File: src/rtl/alu_seq.sv
// Sequential ALU: single-cycle arithmetic/logic ops, one-bit-per-cycle shifts.
// Latency: 1 cycle for non-shift/unsupported/zero-amount shift, s+1 for a shift by s (s capped at WIDTH).
// Backpressure: one command in flight; in_ready low until the result is taken with out_valid && out_ready.
module alu_seq #(
   parameter int WIDTH = 8
) (
   input  logic             clk,
   input  logic             reset,
   input  logic             in_valid,
   output logic             in_ready,
   input  logic [5:0]       op,
   input  logic [WIDTH-1:0] a,
   input  logic [WIDTH-1:0] b,
   output logic             out_valid,
   input  logic             out_ready,
   output logic [WIDTH-1:0] result,
   output logic             zero,
   output logic             negative,
   output logic             carry,
   output logic             overflow,
   output logic             op_err
);

   localparam int CW  = $clog2(WIDTH + 1);
   localparam int MSB = WIDTH - 1;

   localparam logic [5:0] OP_ADD = 6'b100000;
   localparam logic [5:0] OP_SUB = 6'b100010;
   localparam logic [5:0] OP_AND = 6'b100100;
   localparam logic [5:0] OP_OR  = 6'b100101;
   localparam logic [5:0] OP_XOR = 6'b100110;
   localparam logic [5:0] OP_NOR = 6'b100111;
   localparam logic [5:0] OP_SLT = 6'b101010;
   localparam logic [5:0] OP_SRL = 6'b000010;
   localparam logic [5:0] OP_SRA = 6'b000011;
   localparam logic [5:0] OP_SLL = 6'b000000;

   typedef enum logic [1:0] {IDLE, SHIFT, DONE} state_t;

   state_t           state;
   logic [5:0]       op_q;
   logic [WIDTH-1:0] work;
   logic [CW-1:0]    cnt;

   logic [WIDTH:0]   sum_ext;
   logic [WIDTH:0]   dif_ext;
   logic [WIDTH-1:0] alu_res;
   logic             alu_c;
   logic             alu_v;
   logic             alu_err;
   logic             is_shift;
   logic [CW-1:0]    shamt;
   logic [WIDTH-1:0] step_res;
   logic             step_bit;

   // Only IDLE accepts, and never while reset is asserted.
   assign in_ready = (state == IDLE) && !reset;

   assign sum_ext = {1'b0, a} + {1'b0, b};
   assign dif_ext = {1'b0, a} - {1'b0, b};

   // Single-cycle result and flags for the op on the input pins at the accept edge.
   always_comb begin
      alu_res  = '0;
      alu_c    = 1'b0;
      alu_v    = 1'b0;
      alu_err  = 1'b0;
      is_shift = 1'b0;
      case (op)
         OP_ADD: begin
            alu_res = sum_ext[WIDTH-1:0];
            alu_c   = sum_ext[WIDTH];
            alu_v   = (a[MSB] == b[MSB]) && (sum_ext[MSB] != a[MSB]);
         end
         OP_SUB: begin
            alu_res = dif_ext[WIDTH-1:0];
            alu_c   = dif_ext[WIDTH];   // borrow == unsigned a < b
            alu_v   = (a[MSB] != b[MSB]) && (dif_ext[MSB] != a[MSB]);
         end
         OP_AND:  alu_res = a & b;
         OP_OR:   alu_res = a | b;
         OP_XOR:  alu_res = a ^ b;
         OP_NOR:  alu_res = ~(a | b);
         OP_SLT:  alu_res = {{(WIDTH-1){1'b0}}, ($signed(a) < $signed(b))};
         OP_SRL, OP_SRA, OP_SLL: begin
            is_shift = 1'b1;
            alu_res  = a;               // used as-is for a zero-amount shift
         end
         default: alu_err = 1'b1;
      endcase
   end

   // Shift amount saturates at WIDTH; beyond that every bit has been shifted out anyway.
   always_comb begin
      if (b >= WIDTH'(WIDTH)) shamt = CW'(WIDTH);
      else                    shamt = b[CW-1:0];
   end

   // One-bit shift step of the working register and the bit that falls out.
   always_comb begin
      case (op_q)
         OP_SLL: begin
            step_res = {work[WIDTH-2:0], 1'b0};
            step_bit = work[MSB];
         end
         OP_SRA: begin
            step_res = {work[MSB], work[WIDTH-1:1]};
            step_bit = work[0];
         end
         default: begin
            step_res = {1'b0, work[WIDTH-1:1]};
            step_bit = work[0];
         end
      endcase
   end

   // Control FSM with registered result and flags.
   always_ff @(posedge clk) begin
      if (reset) begin
         state     <= IDLE;
         op_q      <= '0;
         work      <= '0;
         cnt       <= '0;
         out_valid <= 1'b0;
         result    <= '0;
         zero      <= 1'b0;
         negative  <= 1'b0;
         carry     <= 1'b0;
         overflow  <= 1'b0;
         op_err    <= 1'b0;
      end else begin
         case (state)
            IDLE: begin
               if (in_valid) begin
                  op_q <= op;
                  if (is_shift && (shamt != '0)) begin
                     work  <= a;
                     cnt   <= shamt;
                     state <= SHIFT;
                  end else begin
                     result    <= alu_res;
                     zero      <= (alu_res == '0);
                     negative  <= alu_res[MSB];
                     carry     <= alu_c;
                     overflow  <= alu_v;
                     op_err    <= alu_err;
                     out_valid <= 1'b1;
                     state     <= DONE;
                  end
               end
            end
            SHIFT: begin
               work <= step_res;
               cnt  <= cnt - 1'b1;
               if (cnt == CW'(1)) begin
                  result    <= step_res;
                  zero      <= (step_res == '0);
                  negative  <= step_res[MSB];
                  carry     <= step_bit;
                  overflow  <= 1'b0;
                  op_err    <= 1'b0;
                  out_valid <= 1'b1;
                  state     <= DONE;
               end
            end
            DONE: begin
               if (out_ready) begin
                  out_valid <= 1'b0;
                  state     <= IDLE;
               end
            end
            default: state <= IDLE;
         endcase
      end
   end

endmodule

File: config.mk
export PLATFORM = sky130hd
export DESIGN_NAME = alu_seq
export DESIGN_NICKNAME = d
export VERILOG_FILES = /design/src/rtl/alu_seq.sv
export SDC_FILE = /design/constraint.sdc
export NUM_CORES = 1
export LEC_CHECK = 0
export ABC_AREA = 1
export BUFFER_PORTS_ARGS = -buffer_cell sky130_fd_sc_hd__buf_2
export CORE_UTILIZATION = 50
export CTS_CLUSTER_SIZE = 20
export DETAILED_ROUTE_END_ITERATION = 8
export GPL_TIMING_DRIVEN = 0
export MAX_ROUTING_LAYER = met4
export PLACE_DENSITY_LB_ADDON = 0.2
export SLEW_MARGIN = 10
export SYNTH_ARGS = -nofsm -noshare
export SYNTH_HDL_FRONTEND = slang
export SYNTH_SLANG_ARGS = --single-unit
File: constraint.sdc
create_clock -name clk -period 3.05 [get_ports clk]
set_input_delay 0.1525 -clock clk [delete_from_list [all_inputs] [get_ports clk]]
set_output_delay 0.1525 -clock clk [all_outputs]
set_load 0.01 [all_outputs]
Word level (Yosys, flattened, before mapping)
Cells that the tools add are included.
Cells by class
  bitwise logic cells: 4
  equal/unequal tests: 22
  multiplexer cells: 47
  reductions and logical operators: 20
  order comparisons: 2
  $add $sub $neg: 3
Operators by type and width (number)
  8-bit case mux with 8 select lines: 1
  8-bit case mux with 2 select lines: 3
  6-bit == test (second input constant): 7
  8-bit 2-to-1 mux: 5
  1-bit 2-to-1 mux: 21
  6-bit by 2-bit == test with 1-bit output (second input constant): 3
  8-bit zero test: 2
  1-bit case mux with 2 select lines: 7
  6-bit zero test: 2
  4-bit 2-to-1 mux: 3
  10-bit OR reduction: 1
  8-bit by 8-bit adder with 9-bit output: 1
  8-bit by 8-bit subtractor with 9-bit output: 1
  8-bit bitwise AND: 1
  8-bit by 4-bit greater-or-equal comparator with 1-bit output (second input constant): 1
  8-bit less-than comparator: 1
  2-bit 2-to-1 mux: 4
  2-bit inequality test (second input constant): 4
  8-bit NOT: 1
  8-bit OR: 1
  4-bit case mux with 2 select lines: 1
  8-bit bitwise XOR: 1
  2-bit case mux with 3 select lines: 1
  3-bit AND reduction: 2
  18 further kinds: 23
Word-level totals
  logic and storage cells: 109
  flip-flop bits (word level): 34
  input port bits: 26
  output and inout port bits: 15

Depth between registers and ports, before layout
  depth in word-level cells: 7
  depth in mapped cells: 15
  mapped depth without buffers: 14

Worst setup path before layout
No wires, ideal clock.
  path kind: input to register
  start point: in a[0]
  end point: reg zero
  data arrival time: 1.545 ns
  slack: 1.435 ns
  stages: 14
  setup time: 0.070 ns
  buffers on the path: 0
  cells stage by stage: inv_1 ha_1 inv_1 fa_1 xnor2_1 nand2_1 nand2_1 nor2_1 nand2_1 nor2_2 nand2_1 nor2_1 nand3_1 a21oi_1
On the way
  longest elaborated chain between the ends: 7
  elaborated cells on any way between the ends: 12
Ends and longest elaborated chain
  start, declared: line 12  | input logic [WIDTH-1:0] a,
  branches (longest 2 deep; another with 8-bit by 8-bit subtractor with 9-bit output)
  8-bit case mux with 8 select lines (*): line 69  | case (op)
  8-bit zero test (*): line 142  | zero <= (alu_res == '0);
  1-bit 2-to-1 mux (*): line 136  | if (is_shift && (shamt != '0)) begin
  1-bit 2-to-1 mux (*): line 134  | if (in_valid) begin
  1-bit case mux with 2 select lines (*): line 132  | case (state)
  end signal, assigned: line 142
  end signal, assigned: line 157  | zero <= (step_res == '0);
  end, declared: line 17  | output logic zero,
Every way passes the cells marked *. The select of a mux whose other input is x is not followed.
A chain may end at the register's enable or synchronous reset.

Worst setup path after layout
  start point: in a[2]
  end point: reg zero
Same word-level chain as after synthesis.

==> results.txt <==
iteration count of the initial detailed-routing pass: 5
Via-to-Cell Ratio: 5.53
synth warn: 0
Chip Width: 82.1 um
Cell Chain, Critical Path: buf_2 > inv_1 > ha_1 > buf_2 > or2_4 > nand2_1 > nand2_1 > nand3_1 > nand3_1 > nor2_1 > nand2_1 > nor2_1 > nand3_1 > a21oi_1
Top delay family on crit path: simple AND/OR/NAND/NOR gates
clk sinks: 33
status: complete, no violations
Crit path largest cell delay: 0.29 ns
Setup crit end kind: flop
endpoints failing setup: 0
Mapped Area: 0.00321 mm2
clk_lat worst skew: 0.29 ns
Synth Area per Inst: 6.12 um2
Post-DP HPWL: 7530 um
final wirelength: 9330 um
Clock Skew: 0.00251 ns
reg2reg start: state[0]
antenna diode count: 0
Final Max Slew Viols: 0
Layout Nets: 628
endpoints failing hold: 0
Post-DRT Antenna Nets: 0
global-route wire length before repair: 15000 um
Tcrit/Tclk final: 59.0%
pre-CTS WS: 0.984 ns
initial DRC count: 355
# fillers: 651
Worst Path Buf+Inv: 3
worst path required time: 3.27 ns
synthesized instance count: 525
hold-critical path endpoint: work[2]
RR Endpoint: work[4]
min-delay src: reset
CTS tree: done
Rows: 28
core area: 0.00606 mm2
Non-Filler Instances: 647
# hold bufs at CTS: 0
Placed Instances: 640
Worst-path clk slew: 0.06 ns
r2r worst-path depth: 6
CP max-delay cell: ha_1
vias in the first global route: 3144
Pleak: 1.80 nW
Crit Path Class: primary input to flop
Final Wtd Congestion: 0.979
Achievable Freq: 555 MHz
R2R setup slack: 1.39 ns
area grow syn2layout: 11.8%
minimum clock period: 1.80 ns
Port Buf Inserts: 40
Synth Register Bits: 33
Maximum Capacitance Violations: 0
setup TNS: 0 ns
share of cells above drive strength 1: 14.7%
pwr dens: 341 mW/mm2
startpoint type of the worst setup path: primary input
unrepaired setup endpoints after global routing: no
VDD IR max: 0.304 mV
Post-Syn Nets: 581
initial core utilization: 53.0%
CTS H-Tree Depth: 2
register area share after synthesis: 20.6%
hold path depth: 2
total CTS buffers: 5
Max-slew headroom: 68.4%
worst setup margin: 1.25 ns
Unique masters post-synth: 42
Avg WL per Cell: 14.4 um
Die H: 82.1 um
pin count of the biggest net entering global routing: 11
IO Pins: 41
GRT Util Overall: 30.4%
initial antenna violation count: 0
clock tree buffer depth: 2
DRC viols: 0
Worst Tran Pin Value: 0.474 ns
post-cts sizing count: 0
Die ar.: 0.00675 mm2
Setup Buffers After CTS: 0
Root Driver: clkbuf_8
Max FO, Critical Path: 7
asr flop ratio synth: 0%
Core Util, Final: 59.2%
WP data arrival: 2.02 ns
Min-Delay Path Class: primary input to flop
GRT overflow: 0
Vias: 3581
ys flop type: dfxtp_1
Post-synth EDFFs: 0
==> how the worst max path moves through the flow <==
| stage | start | to | slack [ns] | cells past startpoint |
|---|---|---|---|---|
| floorplan | a[0] | zero | 1.43 | 14 |
| global route | a[3] | zero | 1.07 | 14 |
| detailed placement | a[2] | zero | 0.98 | 14 |
| global placement | a[2] | zero | 1.00 | 14 |
| CTS | a[2] | zero | 1.28 | 14 |
| finish | a[2] | zero | 1.25 | 14 |
==> final cells by class <==
| type | instances | area (um2) | area share (%) |
|---|---|---|---|
| multi-input combinational | 407 | 2200 | 61.2 |
| sequential | 33 | 661 | 18.4 |
| inverter | 69 | 264 | 7.35 |
| timing repair buffer | 40 | 200 | 5.57 |
| tap | 75 | 93.8 | 2.61 |
| buffer | 16 | 90.1 | 2.51 |
| clock buffer | 7 | 86.3 | 2.40 |
==> logic make-up (layout without fill, tap and decap cells) <==
logic type | after synthesis | count (layout) | share of synthesized area [%]
adder cells (fa/ha/maj) | 30 | 30 | 12.2
XOR/XNOR | 4 | 4 | 1.09
AND/OR/NAND/NOR | 283 | 283 | 40.1
AO/OA/AOI/OAI | 90 | 90 | 15.1
flip-flops | 33 | 33 | 20.6
buffers and inverters | 85 | 132 | 11.0
==> registers in the layout (all words and copies together), names as in the netlist <==
name       count
result         8
cnt            4
work           8
carry          1
zero           1
overflow       1
op_err         1
out_valid      1
state          2
op_q           6
==> cell usage after synthesis (2+ instances only) <==
cell type	number	share of area (%)
nand2_1	130	15
inv_1	60	7.0
nor2_1	57	6.7
nand3_1	56	8.7
a21oi_1	38	5.9
dfxtp_1	33	21
o21ai_0	32	5.0
ha_1	28	11
nand4_1	8	1.6
inv_2	6	0.70
buf_2	5	0.78
nand3b_1	5	1.2
nor2_2	5	0.97
nor2_4	5	1.8
o22ai_1	5	0.97
buf_4	4	0.94
clkbuf_1	4	0.47
nor3_1	4	0.62
o21ai_1	4	0.62
nand2_2	3	0.58
o211ai_1	3	0.70
xor2_1	3	0.82
a211oi_1	2	0.47
a31oi_1	2	0.39
clkinv_1	2	0.23
fa_1	2	1.2
nand2_4	2	0.70
nor4_1	2	0.39
or2_2	2	0.39
==> stage by stage <==
step / area [um2] / total power [W] / hold slack [ns]
global route: 3590 / 0.00130 / 0.106
finish: 3590 / 0.00122 / 0.112
floorplan: 3210 / 0.000769 / 0.222
global placement: 3500 / 0.000887 / 0.404
CTS: 3590 / 0.00123 / 0.105
detailed placement: 3500 / 0.000895 / 0.408
==> layer usage <==
layer	wire (um)	part of all wire (%)	GRT usage, %
met5	0	0	-
met4	93	1.0	4.91
met3	755	8.1	7.03
met2	4050	43	45.8
met1	4420	47	41.9
==> report_power, final <==
part	internal (W)	switching, W
combinational	0.000144	0.000272
clock	0.000179	0.000152
sequential	0.000460	0.0000173
==> cells in the final DEF, fill, tap and decap left out, types with 2 or more instances in the layout <==
cell type  count
buf_4          4
nor2_1        57
a31oi_1        2
buf_2         45
nor2_4         5
nand3b_1       5
a21oi_1       38
inv_2          6
clkbuf_1       5
nand2_2        3
nand3_1       56
o211ai_1       3
nor4_1         2
clkbuf_8       6
dfxtp_1       33
nand4_1        8
o22ai_1        5
nor3_1         4
nand2_4        2
a211oi_1       2
nand2_1      130
xor2_1         3
or2_2          2
inv_1         60
clkinv_1       2
o21ai_1        4
nor2_2         5
o21ai_0       32
fa_1           2
ha_1          28
Power figures use the tool's default switching activity.
